## src/rtl/cast_pipe.sv

```systemverilog
// cast_pipe: two-stage valid/ready pipeline applying BOOL/RANGE/SEXT/REPACK casts over CH lanes.
// Define CAST_PIPE_LOSS_CNT_EN to build the saturating lossy-lane counter behind loss_cnt.
module cast_pipe #(
  parameter int IN_W  = 8,
  parameter int OUT_W = 15,
  parameter int CH    = 2,
  parameter int SPLIT = 1
) (
  input  logic                  clk,
  input  logic                  rst_n,
  input  logic                  in_valid,
  output logic                  in_ready,
  input  logic [1:0]            in_mode,
  input  logic [CH*IN_W-1:0]    in_data,
  output logic                  out_valid,
  input  logic                  out_ready,
  output logic [CH*OUT_W-1:0]   out_data,
  output logic [CH-1:0]         out_lossy,
  input  logic                  loss_clr,
  output logic [15:0]           loss_cnt
);

  localparam logic [1:0] MODE_BOOL   = 2'd0;
  localparam logic [1:0] MODE_RANGE  = 2'd1;
  localparam logic [1:0] MODE_SEXT   = 2'd2;
  localparam logic [1:0] MODE_REPACK = 2'd3;

  logic                 s1_valid_q;
  logic [1:0]           s1_mode_q;
  logic [CH*IN_W-1:0]   s1_data_q;
  logic                 out_valid_q;
  logic [CH*OUT_W-1:0]  out_data_q;
  logic [CH-1:0]        out_lossy_q;
  logic [CH*OUT_W-1:0]  res_d;
  logic [CH-1:0]        lossy_d;
  logic                 s2_load_s;
  logic                 s1_load_s;

  // S1 may refill in the same cycle S2 drains, which keeps the pipe at full rate
  assign s2_load_s = !out_valid_q || out_ready;
  assign s1_load_s = !s1_valid_q || s2_load_s;
  assign in_ready  = s1_load_s;

  // Stage 1: capture the raw beat and its mode
  always_ff @(posedge clk or negedge rst_n) begin
    if (!rst_n) begin
      s1_valid_q <= 1'b0;
      s1_mode_q  <= 2'd0;
      s1_data_q  <= '0;
    end else if (s1_load_s) begin
      s1_valid_q <= in_valid;
      if (in_valid) begin
        s1_mode_q <= in_mode;
        s1_data_q <= in_data;
      end
    end
  end

  for (genvar g = 0; g < CH; g++) begin : g_lane
    logic [IN_W-1:0]  x_s;
    logic [OUT_W-1:0] r_s;
    logic [OUT_W-1:0] sx_s;
    logic [OUT_W-1:0] rp_s;
    logic [OUT_W-1:0] lane_res_s;
    logic             range_loss_s;
    logic             sext_loss_s;
    logic             lane_loss_s;

    assign x_s = s1_data_q[g*IN_W +: IN_W];

    if (IN_W <= OUT_W) begin : g_ext
      assign r_s          = OUT_W'(x_s);
      assign sx_s         = OUT_W'($signed(x_s));
      assign range_loss_s = 1'b0;
      assign sext_loss_s  = 1'b0;
    end else begin : g_trunc
      // A truncated signed value is exact only if every dropped bit copies the new sign bit
      assign r_s          = x_s[OUT_W-1:0];
      assign sx_s         = x_s[OUT_W-1:0];
      assign range_loss_s = |x_s[IN_W-1:OUT_W];
      assign sext_loss_s  = (x_s[IN_W-1:OUT_W] != {(IN_W-OUT_W){x_s[OUT_W-1]}});
    end

    if (SPLIT >= 1 && SPLIT < OUT_W) begin : g_swap
      assign rp_s = {r_s[SPLIT-1:0], r_s[OUT_W-1:SPLIT]};
    end else begin : g_noswap
      assign rp_s = r_s;
    end

    // Per-lane mode select
    always_comb begin
      lane_res_s  = '0;
      lane_loss_s = 1'b0;
      case (s1_mode_q)
        MODE_BOOL: begin
          lane_res_s  = OUT_W'(|x_s);
          lane_loss_s = 1'b0;
        end
        MODE_RANGE: begin
          lane_res_s  = r_s;
          lane_loss_s = range_loss_s;
        end
        MODE_SEXT: begin
          lane_res_s  = sx_s;
          lane_loss_s = sext_loss_s;
        end
        MODE_REPACK: begin
          lane_res_s  = rp_s;
          lane_loss_s = range_loss_s;
        end
        default: begin
          lane_res_s  = '0;
          lane_loss_s = 1'b0;
        end
      endcase
    end

    assign res_d[g*OUT_W +: OUT_W] = lane_res_s;
    assign lossy_d[g]              = lane_loss_s;
  end

  // Stage 2: registered result; held while the consumer stalls
  always_ff @(posedge clk or negedge rst_n) begin
    if (!rst_n) begin
      out_valid_q <= 1'b0;
      out_data_q  <= '0;
      out_lossy_q <= '0;
    end else if (s2_load_s) begin
      out_valid_q <= s1_valid_q;
      if (s1_valid_q) begin
        out_data_q  <= res_d;
        out_lossy_q <= lossy_d;
      end
    end
  end

  assign out_valid = out_valid_q;
  assign out_data  = out_data_q;
  assign out_lossy = out_lossy_q;

`ifdef CAST_PIPE_LOSS_CNT_EN
  logic [15:0] loss_cnt_q;
  logic [15:0] loss_cnt_d;
  logic [16:0] loss_sum_s;

  function automatic logic [15:0] popcount(input logic [CH-1:0] v);
    logic [15:0] c;
    c = 16'd0;
    for (int i = 0; i < CH; i++) begin
      c = c + 16'(v[i]);
    end
    return c;
  endfunction

  // Clear beats a same-cycle increment; the sum saturates at all-ones
  always_comb begin
    loss_sum_s = {1'b0, loss_cnt_q} + {1'b0, popcount(out_lossy_q)};
    if (loss_clr) begin
      loss_cnt_d = 16'd0;
    end else if (out_valid_q && out_ready) begin
      loss_cnt_d = loss_sum_s[16] ? 16'hFFFF : loss_sum_s[15:0];
    end else begin
      loss_cnt_d = loss_cnt_q;
    end
  end

  // Loss counter register
  always_ff @(posedge clk or negedge rst_n) begin
    if (!rst_n) begin
      loss_cnt_q <= 16'd0;
    end else begin
      loss_cnt_q <= loss_cnt_d;
    end
  end

  assign loss_cnt = loss_cnt_q;
`else
  logic unused_loss_clr_s;
  assign unused_loss_clr_s = loss_clr;
  assign loss_cnt          = 16'd0;
`endif

endmodule

```

## config.mk

```make
export PLATFORM = sky130hd
export DESIGN_NAME = cast_pipe
export DESIGN_NICKNAME = d
export VERILOG_FILES = /design/src/rtl/cast_pipe.sv
export SDC_FILE = /design/constraint.sdc
export NUM_CORES = 1
export LEC_CHECK = 0
export ABC_AREA = 1
export BUFFER_PORTS_ARGS = -buffer_cell sky130_fd_sc_hd__buf_2
export CAP_MARGIN = 20
export CORE_MARGIN = 2
export CORE_UTILIZATION = 50
export CTS_BUF_LIST = sky130_fd_sc_hd__clkbuf_4 sky130_fd_sc_hd__clkbuf_8
export DETAILED_ROUTE_END_ITERATION = 10
export HOLD_SLACK_MARGIN = 0.02
export MAX_ROUTING_LAYER = met4
export PLACE_DENSITY = 0.84
export SLEW_MARGIN = 40
export SYNTH_ARGS = -nofsm -noshare
export SYNTH_HDL_FRONTEND = slang
export SYNTH_SLANG_ARGS = --single-unit
```

## constraint.sdc

```tcl
create_clock -name clk -period 3.2 [get_ports clk]
set_input_delay 0.48 -clock clk [delete_from_list [all_inputs] [get_ports clk]]
set_output_delay 0.48 -clock clk [all_outputs]
set_load 0.005 [all_outputs]
```

==> results.md, run 1 <==
* Critical Path End Type: output port
* Drt total wl at 3800 um
* Reg area at 1000 um2
* Setup Skew at 0.00432 ns
* Tcrit/Tclk final at 0.479
* Setup violations, final at 0
* Hold Vio Cnt, Final at 0
* Multi-input gate area at 744 um2
* Minimum clock period at 1.53 ns
* Post-synthesis sequential area ratio at 0.494
* Layout cell share with drive strength beyond 1 at 0.248
* Status: complete, no violations
* Row count at 23
* Root Driver: clkbuf_8
* Drt first pass iters at 4
* Post-route DRC at 0
* Largest net degree at the start of global routing at 41
* Clock transition at path regs at 0.07 ns
* Post-route insts no fill at 332
* Worst Setup Start Kind: flop
* Max-cap violations at 0
* Setup tns final at 0 ns
* Hold Crit Class: in2async
* Area leader, netlist: dfrtp_1
* I/O Pins at 73
* Lkg Pwr at 1.23 nW
* Vias at 1596
* Total CTS buffers at 5
* Largest buffer count on any clock path at 2
* Number of antenna diodes at 0
* Initial DRC Count at 62
* Final Slew Violations at 0
* P&R area growth vs syn at 10.3%
* Initial antenna violation count at 0
* Clock Latency Late Sink at 0.29 ns
* Port Buffers at 53
* Gr ovfl total at 0
* Dpl cells at 324
* Initial Util at 0.513
* Dpl hpwl at 2700 um
* Die footprint at 4570 um2
* Filler cells at 365
* Most common cell after layout, fill and taps aside: nand2_1
* Cts hold-fix bufs at 0
* Post_cts resized at 0
* Maximum vdd drop at 382 uV
* Most frequent cells in the layout: nand2_1, buf_2, dfrtp_1
* CP Data Arrival Time at 1.05 ns
* Worst Path Max Fanout at 10
* GRT Resource Usage Total at 0.185
* Via density at 4.81
* Die height at 67.6 um
* Yosys reg bits at 40
* Req. time, crit path at 2.72 ns
* Power Total at 0.00146 W
* H-tree depth at 2
* Area fraction of the dominant cell type after synthesis at 0.494
* F_max at 0.652 GHz
* Post-layout util at 0.566
* Syn. warnings at 0
* TritonCTS Sinks at 40
* Die W at 67.6 um
* Vias in the first global route at 1376
* Global-route wire length before repair at 6130 um
* Placeable Area at 3940 um2
* GP Congestion at 0.856
* CP Class: reg2out
* Synth Instances at 240
* Nets@finish at 304
* Cell variety after synth at 22
* CTS tree: built
* RSZ-0062 raised after global routing: false
* Power Density at 654 nW/um2
* Final Cell Area at 2230 um2
* Dpl cell area at 2130 um2
* Remaining antenna violation count at 0
* Ranking of synthesized cells by area: dfrtp_1, nand2_1, buf_4, nor2_1, a21oi_1
* Setup repair bufs after CTS at 0
* Mapped Avg Cell Area at 8.44 um2
* Mapped Area at 2020 um2
* Drt wl/cell at 11.4 um
[worst paths after layout]
kind	from	to	slack, ns	cells past startpoint
max	out_valid$_DFFE_PN0P_	in_ready	1.67	2
min	rst_n	out_data[17]$_DFFE_PN0P_	0.15	1
max reg2reg	out_valid$_DFFE_PN0P_	out_data[29]$_DFFE_PN0P_	1.71	5
min reg2reg	out_data[17]$_DFFE_PN0P_	out_data[17]$_DFFE_PN0P_	0.48	2
max in group asynchronous	rst_n	out_data[5]$_DFFE_PN0P_	2.71	1
min in group clk	in_data[4]	s1_data_q[4]$_DFFE_PN0P_	0.42	3
[area by class of cell]
cell class	instances	area share
sequential	40	0.448
clock inverter	1	0.00336
multi-input combinational	166	0.334
inverter	15	0.0263
tap	50	0.0280
timing repair buffer	53	0.120
clock buffer	7	0.0404
[power by group]
part / internal [W] / switching (W) / leakage [nW]
combinational: 0.000168 / 0.000232 / 0.711
sequential: 0.000628 / 0.0000796 / 0.475
clock: 0.000184 / 0.000168 / 0.0479
[layer usage]
layer / track usage / vias to the layer above / wire [um] / part of all wire
li1: - / 796 / - / -
met1: 0.244 / 732 / 1700 / 0.45
met2: 0.283 / 63 / 1780 / 0.47
met3: 0.0433 / 5 / 272 / 0.072
met4: 0.0561 / 0 / 46 / 0.012
met5: - / - / 0 / 0
[cells in the mapped netlist]
master    instances
a21oi_1          22
buf_2             2
buf_4            30
buf_6             3
buf_8             1
conb_1            1
dfrtp_1          40
inv_1            13
inv_2             1
inv_4             1
nand2_1          64
nand2_2           1
nand2_4           2
nand3_1          13
nand3_4           1
nand4_1           2
nor2_1           31
nor2_2            2
nor2_4            1
o211ai_1          5
o21ai_0           2
o31ai_1           2
[flip-flops by register name, summed over array words and instances (netlist names)]
register    cells
s1_data_q      16
out_data       20
s1_valid_q      1
out_valid       1
s1_mode_q       2
[cells by family after synthesis]
| group | Yosys count | share of synthesized area |
|---|---|---|
| other cells | 1 | 0.00185 |
| buf+inv | 51 | 0.169 |
| compound gates | 31 | 0.0853 |
| flops | 40 | 0.494 |
| simple gates | 117 | 0.249 |
[worst max-delay path, cell delays in order, from the launching register on]
cell and delay [ns]:
dfrtp_1 0.43, nand3_4 0.17, buf_2 0.17
[stage by stage]
stage | hold WS, ns | setup WS, ns
after global placement | 0.459 | 1.48
after CTS | 0.162 | 1.66
final | 0.150 | 1.67
after global routing | 0.181 | 1.54
after detailed placement | 0.461 | 1.46
after floorplan | 0.184 | 1.96
No activity file was read; power rests on OpenSTA's default activity.
==> inputs of run 2 (changes only) <==
==> constraint.sdc (replaced) <==
create_clock -name clk -period 1.55 [get_ports clk]
set_input_delay 0.2325 -clock clk [delete_from_list [all_inputs] [get_ports clk]]
set_output_delay 0.2325 -clock clk [all_outputs]
set_load 0.005 [all_outputs]
==> run 2 against run 1 <==
Effect of this change: critical path depth is the same; highest routed layer unchanged; sequential power up 110%; first-iteration DRC count decreased by 6.5%; via count shrank 1.1%; sequential share of layout area fell by 0.52 points.
==> results.md, run 2 (same netlist as run 1, synthesis figures left out) <==
* H-tree depth at 2
* Largest buffer count on any clock path at 2
* Post-route insts no fill at 335
* Max FFs per register at 20
* Status: complete, no violations
* Setup violations, final at 0
* Total CTS buffers at 5
* Setup tns final at 0 ns
* GP Congestion at 0.870
* Initial Util at 0.513
* Drt first pass iters at 4
* Initial antenna violation count at 0
* Die footprint at 4570 um2
* Worst Setup Start Kind: flop
* Port Buffers at 53
* Filler cells at 376
* Worst R2R Start: s1_mode_q[1]$_DFFE_PN0P_
* Lkg Pwr at 1.25 nW
* Gr ovfl total at 0
* TritonCTS Sinks at 40
* Drt total wl at 3690 um
* Kind of cell adding the most delay to the critical path: flip-flops
* Drt wl/cell at 11.0 um
* Nets@finish at 308
* Final Slew Violations at 0
* Slowest CP cell: dfrtp_1
* Reg-to-reg setup timing slack at 0.31 ns
* Hold Crit Class: in2reg
* I/O Pins at 73
* Number of antenna diodes at 0
* CP Class: reg2out
* Row count at 23
* Dpl hpwl at 2810 um
* Critical Path End Type: output port
* CP Depth at 2
* Clock Latency Late Sink at 0.28 ns
* Tcrit/Tclk final at 0.814
* RSZ-0062 raised after global routing: false
* Register-to-Register Path Depth at 7
* Global-route wire length before repair at 6080 um
* Die W at 67.6 um
* Hold Vio Cnt, Final at 0
* Worst path cell trace: nand3_4 > buf_2
* GRT Resource Usage Total at 0.182
* Most common cell after layout, fill and taps aside: nand2_1
* CTS tree: built
* Max-cap violations at 0
* Clock transition at path regs at 0.07 ns
* Remaining antenna violation count at 0
* CP Data Arrival Time at 1.03 ns
* Initial DRC Count at 58
* Worst path max stage delay at 0.42 ns
* Crit Reg-Reg Endpoint: out_data[0]$_DFFE_PN0P_
* Placeable Area at 3940 um2
* Worst Path Max Fanout at 10
* Setup Skew at 0.00261 ns
* Minimum clock period at 1.26 ns
* Root Driver: clkbuf_8
* Maximum vdd drop at 563 uV
* Critical path buffers and inverters at 1
* Setup crit end: in_ready
* Most frequent cells in the layout: nand2_1, buf_2, dfrtp_1
* Req. time, crit path at 1.32 ns
* Dpl cells at 327
* Power Density at 1300 nW/um2
* Via density at 4.71
* Largest net degree at the start of global routing at 31
* Post-route DRC at 0
* Final hold slack at 0.181 ns
* Layout cell share with drive strength beyond 1 at 0.253
* Vias at 1578
* Die height at 67.6 um
* P&R area growth vs syn at 11.6%
* Vias in the first global route at 1411
* Setup crit start: out_valid$_DFFE_PN0P_
* F_max at 0.792 GHz
* Post_cts resized at 0
## run 2: changes by cell type in the layout (fill, tap and decap cells not counted)
cell           previous run  this run
buf_12                    0         1
buf_2                    52        53
buf_4                     1         2
clkbuf_8                  6         5
clkinv_2                  0         1
clkinvlp_4                1         0
dlygate4sd3_1             0         1
## run 2: layer usage
metal | up-vias | GRT usage | part of all wire
li1 | 803 | - | -
met1 | 709 | 0.233 | 0.44
met2 | 62 | 0.282 | 0.48
met3 | 4 | 0.0333 | 0.068
met4 | 0 | 0.0842 | 0.013
met5 | - | - | 0
## run 2: layout make-up
class / count / area (um2) / area share
flip-flops and latches: 40 / 1000 / 0.443
inverters: 15 / 58.8 / 0.0260
clock inverters: 1 / 5.00 / 0.00222
multi-input cells: 166 / 744 / 0.330
clock buffers: 6 / 76.3 / 0.0338
repair buffers: 57 / 310 / 0.137
well taps: 50 / 62.6 / 0.0277
## run 2: power breakdown
part / switching [W] / total [W] / internal (W)
clock: 0.000314 / 0.000637 / 0.000323
sequential: 0.000163 / 0.00146 / 0.00130
combinational: 0.000478 / 0.000842 / 0.000363
total: 0.000955 / 0.00294 / 0.00198
## run 2: through the flow
stage / instance area (um2) / power (W) / util / setup WS [ns]
after floorplan: 2090 / 0.00206 / - / 0.467
after CTS: 2260 / 0.00298 / 0.573 / 0.278
after global routing: 2260 / 0.00318 / 0.573 / 0.211
final: 2260 / 0.00294 / 0.573 / 0.288
after global placement: 2170 / 0.00230 / 0.550 / 0.367
after detailed placement: 2170 / 0.00234 / 0.550 / 0.336
## run 2: worst reg2reg max path, cell delays in order (launching register included)
cell and delay (ns):
dfrtp_1 0.46, nand2_4 0.21, inv_4 0.09, nor2_4 0.17
nand2_1 0.07, nand2_1 0.06, nor2_1 0.04, nor2_1 0.07
## run 2: how the worst min path moves through the flow
stage	startpoint	to	slack (ns)	depth (start not counted)
2_1_floorplan	rst_n	out_data[0]$_DFFE_PN0P_	-0.06	0
3_3_place_gp	rst_n	out_data[18]$_DFFE_PN0P_	0.21	1
3_5_place_dp	rst_n	out_data[17]$_DFFE_PN0P_	0.21	1
4_1_cts	in_data[4]	s1_data_q[4]$_DFFE_PN0P_	0.17	3
5_1_grt	in_data[0]	s1_data_q[0]$_DFFE_PN0P_	0.18	3
6_report	in_data[0]	s1_data_q[0]$_DFFE_PN0P_	0.18	3
## run 2: what timing repair did
action,4_1_cts,5_1_grt
setup endpoints to repair,0,0
buffers inserted,0,0
hold endpoints to repair,18,0
hold buffers,1,0
==> inputs of run 3 (changes only) <==
--- a/config.mk
+++ b/config.mk
@@ -9,12 +9,12 @@
 export BUFFER_PORTS_ARGS = -buffer_cell sky130_fd_sc_hd__buf_2
 export CAP_MARGIN = 20
 export CORE_MARGIN = 2
-export CORE_UTILIZATION = 50
+export CORE_UTILIZATION = 46
 export CTS_BUF_LIST = sky130_fd_sc_hd__clkbuf_4 sky130_fd_sc_hd__clkbuf_8
 export DETAILED_ROUTE_END_ITERATION = 10
 export HOLD_SLACK_MARGIN = 0.02
 export MAX_ROUTING_LAYER = met4
-export PLACE_DENSITY = 0.84
+export PLACE_DENSITY = 0.82
 export SLEW_MARGIN = 40
 export SYNTH_ARGS = -nofsm -noshare
 export SYNTH_HDL_FRONTEND = slang
==> constraint.sdc (replaced) <==
create_clock -name clk -period 1 [get_ports clk]
set_input_delay 0.15 -clock clk [delete_from_list [all_inputs] [get_ports clk]]
set_output_delay 0.15 -clock clk [all_outputs]
set_load 0.005 [all_outputs]
==> run 3 against run 2 <==
Effect of this change: the flow now finishes with violations (negative setup slack); global-route usage grew 1.4 points; sequential power grew 55%; clock skew grew 0.0061 ns; sequential share of layout area shrank 7.3 points; combinational power grew 120%; setup slack lost 0.53 ns; utilization grew 5.8 points; clock power grew 110%; final cell count grew 9.6%; die area grew 8.2%; flip-flop and latch count is the same.
==> results.md, run 3 (same netlist as run 1, synthesis figures left out) <==
* Drt wl/cell at 13.1 um
* Hold Vio Cnt, Final at 0
* Slowest CP cell: dfrtp_1
* Failing checks: negative setup slack
* H-tree depth at 2
* Status: finished, violations left
* Die footprint at 4950 um2
* Initial Util at 0.471
* Tcrit/Tclk final at 1.24
* Row count at 24
* Vias at 1798
* Hold endpoint: s1_data_q[5]$_DFFE_PN0P_
* Hold Path Depth at 3
* Power Density at 1990 nW/um2
* RSZ-0062 raised after global routing: true
* Largest net degree at the start of global routing at 41
* Remaining antenna violation count at 0
* Placeable Area at 4290 um2
* F_max at 0.806 GHz
* GRT Resource Usage Total at 0.196
* Dpl cells at 347
* Sequential power share at 0.419
* Multi-input gate area at 891 um2
* CP Class: reg2reg
* Root Driver: clkbuf_8
* Vias in the first global route at 1630
* Pint at 0.00364 W
* Reg area at 1000 um2
* Sw Share at 0.325
* Lkg Pwr at 1.46 nW
* Register-to-Register Path Depth at 6
* Initial antenna violation count at 0
* Dpl hpwl at 3020 um
* GP Congestion at 0.796
* Crit Reg-Reg Endpoint: s1_data_q[7]$_DFFE_PN0P_
* Comb power frac at 0.337
* Final hold slack at 0.0921 ns
* Critical path buffers and inverters at 2
* Die W at 70.3 um
* Worst setup margin at -0.240 ns
* Max FFs per register at 20
* Req. time, crit path at 1.17 ns
* Die height at 70.3 um
* Minimum clock period at 1.24 ns
* Worst Setup Start Kind: flop
* Max-cap violations at 0
* I/O Pins at 73
* Post-layout util at 0.631
* Final Slew Violations at 0
* Clock Power Share at 0.244
* Setup tns final at -6.66 ns
* CTS tree: built
* Worst path cell trace: buf_6 > nand3_4 > buf_6 > nand2_8 > nor2_1 > a21oi_1
* Clock Latency Late Sink at 0.29 ns
* Worst Min Path Start: in_data[5]
* Setup violations, final at 54
* P&R area growth vs syn at 33.7%
* Worst Path Max Fanout at 15
* Port Buffers at 53
* Worst path max stage delay at 0.40 ns
* Critical Path End Type: flop
* Hold Crit Class: in2reg
* Via density at 4.90
* Power Total at 0.00540 W
* Number of antenna diodes at 0
* Post-route insts no fill at 367
* Drt total wl at 4820 um
* Most frequent cells in the layout: nand2_1, buf_2, dfrtp_1
* Nets@finish at 337
* Layout cell share with drive strength beyond 1 at 0.394
* CP Data Arrival Time at 1.41 ns
* Kind of cell adding the most delay to the critical path: flip-flops
* Crit-path most repeated cell: buf_6
* Most common cell after layout, fill and taps aside: nand2_1
* Global-route wire length before repair at 7380 um
* Gr ovfl total at 0
* Sw Pwr at 0.00176 W
* Clock transition at path regs at 0.08 ns
* Total CTS buffers at 5
* Worst R2R Start: out_valid$_DFFE_PN0P_
* Filler cells at 344
* Initial DRC Count at 113
* Reg-to-reg setup timing slack at -0.24 ns
* TritonCTS Sinks at 40
* Drt first pass iters at 4
* Maximum vdd drop at 956 uV
* Post-route DRC at 0
* Largest buffer count on any clock path at 2
* Setup Skew at 0.00871 ns
[run 3: how the worst max path moves through the flow]
stage	depth (start not counted)	to	startpoint
after floorplan	6	out_data[2]$_DFFE_PN0P_	out_valid$_DFFE_PN0P_
after global placement	6	out_data[0]$_DFFE_PN0P_	s1_mode_q[1]$_DFFE_PN0P_
after detailed placement	5	out_data[18]$_DFFE_PN0P_	out_valid$_DFFE_PN0P_
after CTS	4	in_ready	out_valid$_DFFE_PN0P_
after global routing	6	s1_data_q[7]$_DFFE_PN0P_	out_valid$_DFFE_PN0P_
final	6	s1_data_q[7]$_DFFE_PN0P_	out_valid$_DFFE_PN0P_
[run 3: layout make-up]
type | count | area share
Multi-Input combinational cell | 168 | 0.329
Tap cell | 52 | 0.0240
Clock inverter | 2 | 0.0129
Timing Repair Buffer | 84 | 0.213
Sequential cell | 40 | 0.371
Inverter | 15 | 0.0226
Clock buffer | 6 | 0.0282
[run 3: repair_timing]
| item | CTS | global route |
|---|---|---|
| setup buffers | 7 | 1 |
| setup endpoints to repair | 53 | 54 |
| resized for setup | 27 | 14 |
| endpoints found under the hold margin | 40 | 0 |
| hold buffers | 1 | 0 |
| gates cloned | 3 | 0 |
| pin swaps | 3 | 0 |
[run 3: power by group through the flow]
stage	Combinational, W	Clock, W	Sequential [W]
global placement	0.00147	0	0.00227
detailed placement	0.00152	0	0.00228
floorplan	0.000904	0	0.00230
finish	0.00182	0.00132	0.00226
CTS	0.00176	0.00133	0.00226
global route	0.00200	0.00139	0.00232
[run 3: per-layer routing]
metal	track usage	part of all wire
met1	0.241	0.43
met5	-	0
met4	0.0726	0.016
met2	0.318	0.49
met3	0.0433	0.058
[run 3: tightest hold or removal path, delay by kind of cell]
kind	cells	cell delay, ns
AND/OR/NAND/NOR	2	0.12
buffers and inverters	1	0.08
[run 3: per-stage QoR]
stage | cell area, um2 | worst slack [ns]
finish | 2710 | -0.240
global route | 2710 | -0.284
CTS | 2640 | -0.215
detailed placement | 2320 | -0.136
global placement | 2320 | -0.0825
floorplan | 2100 | -0.0576
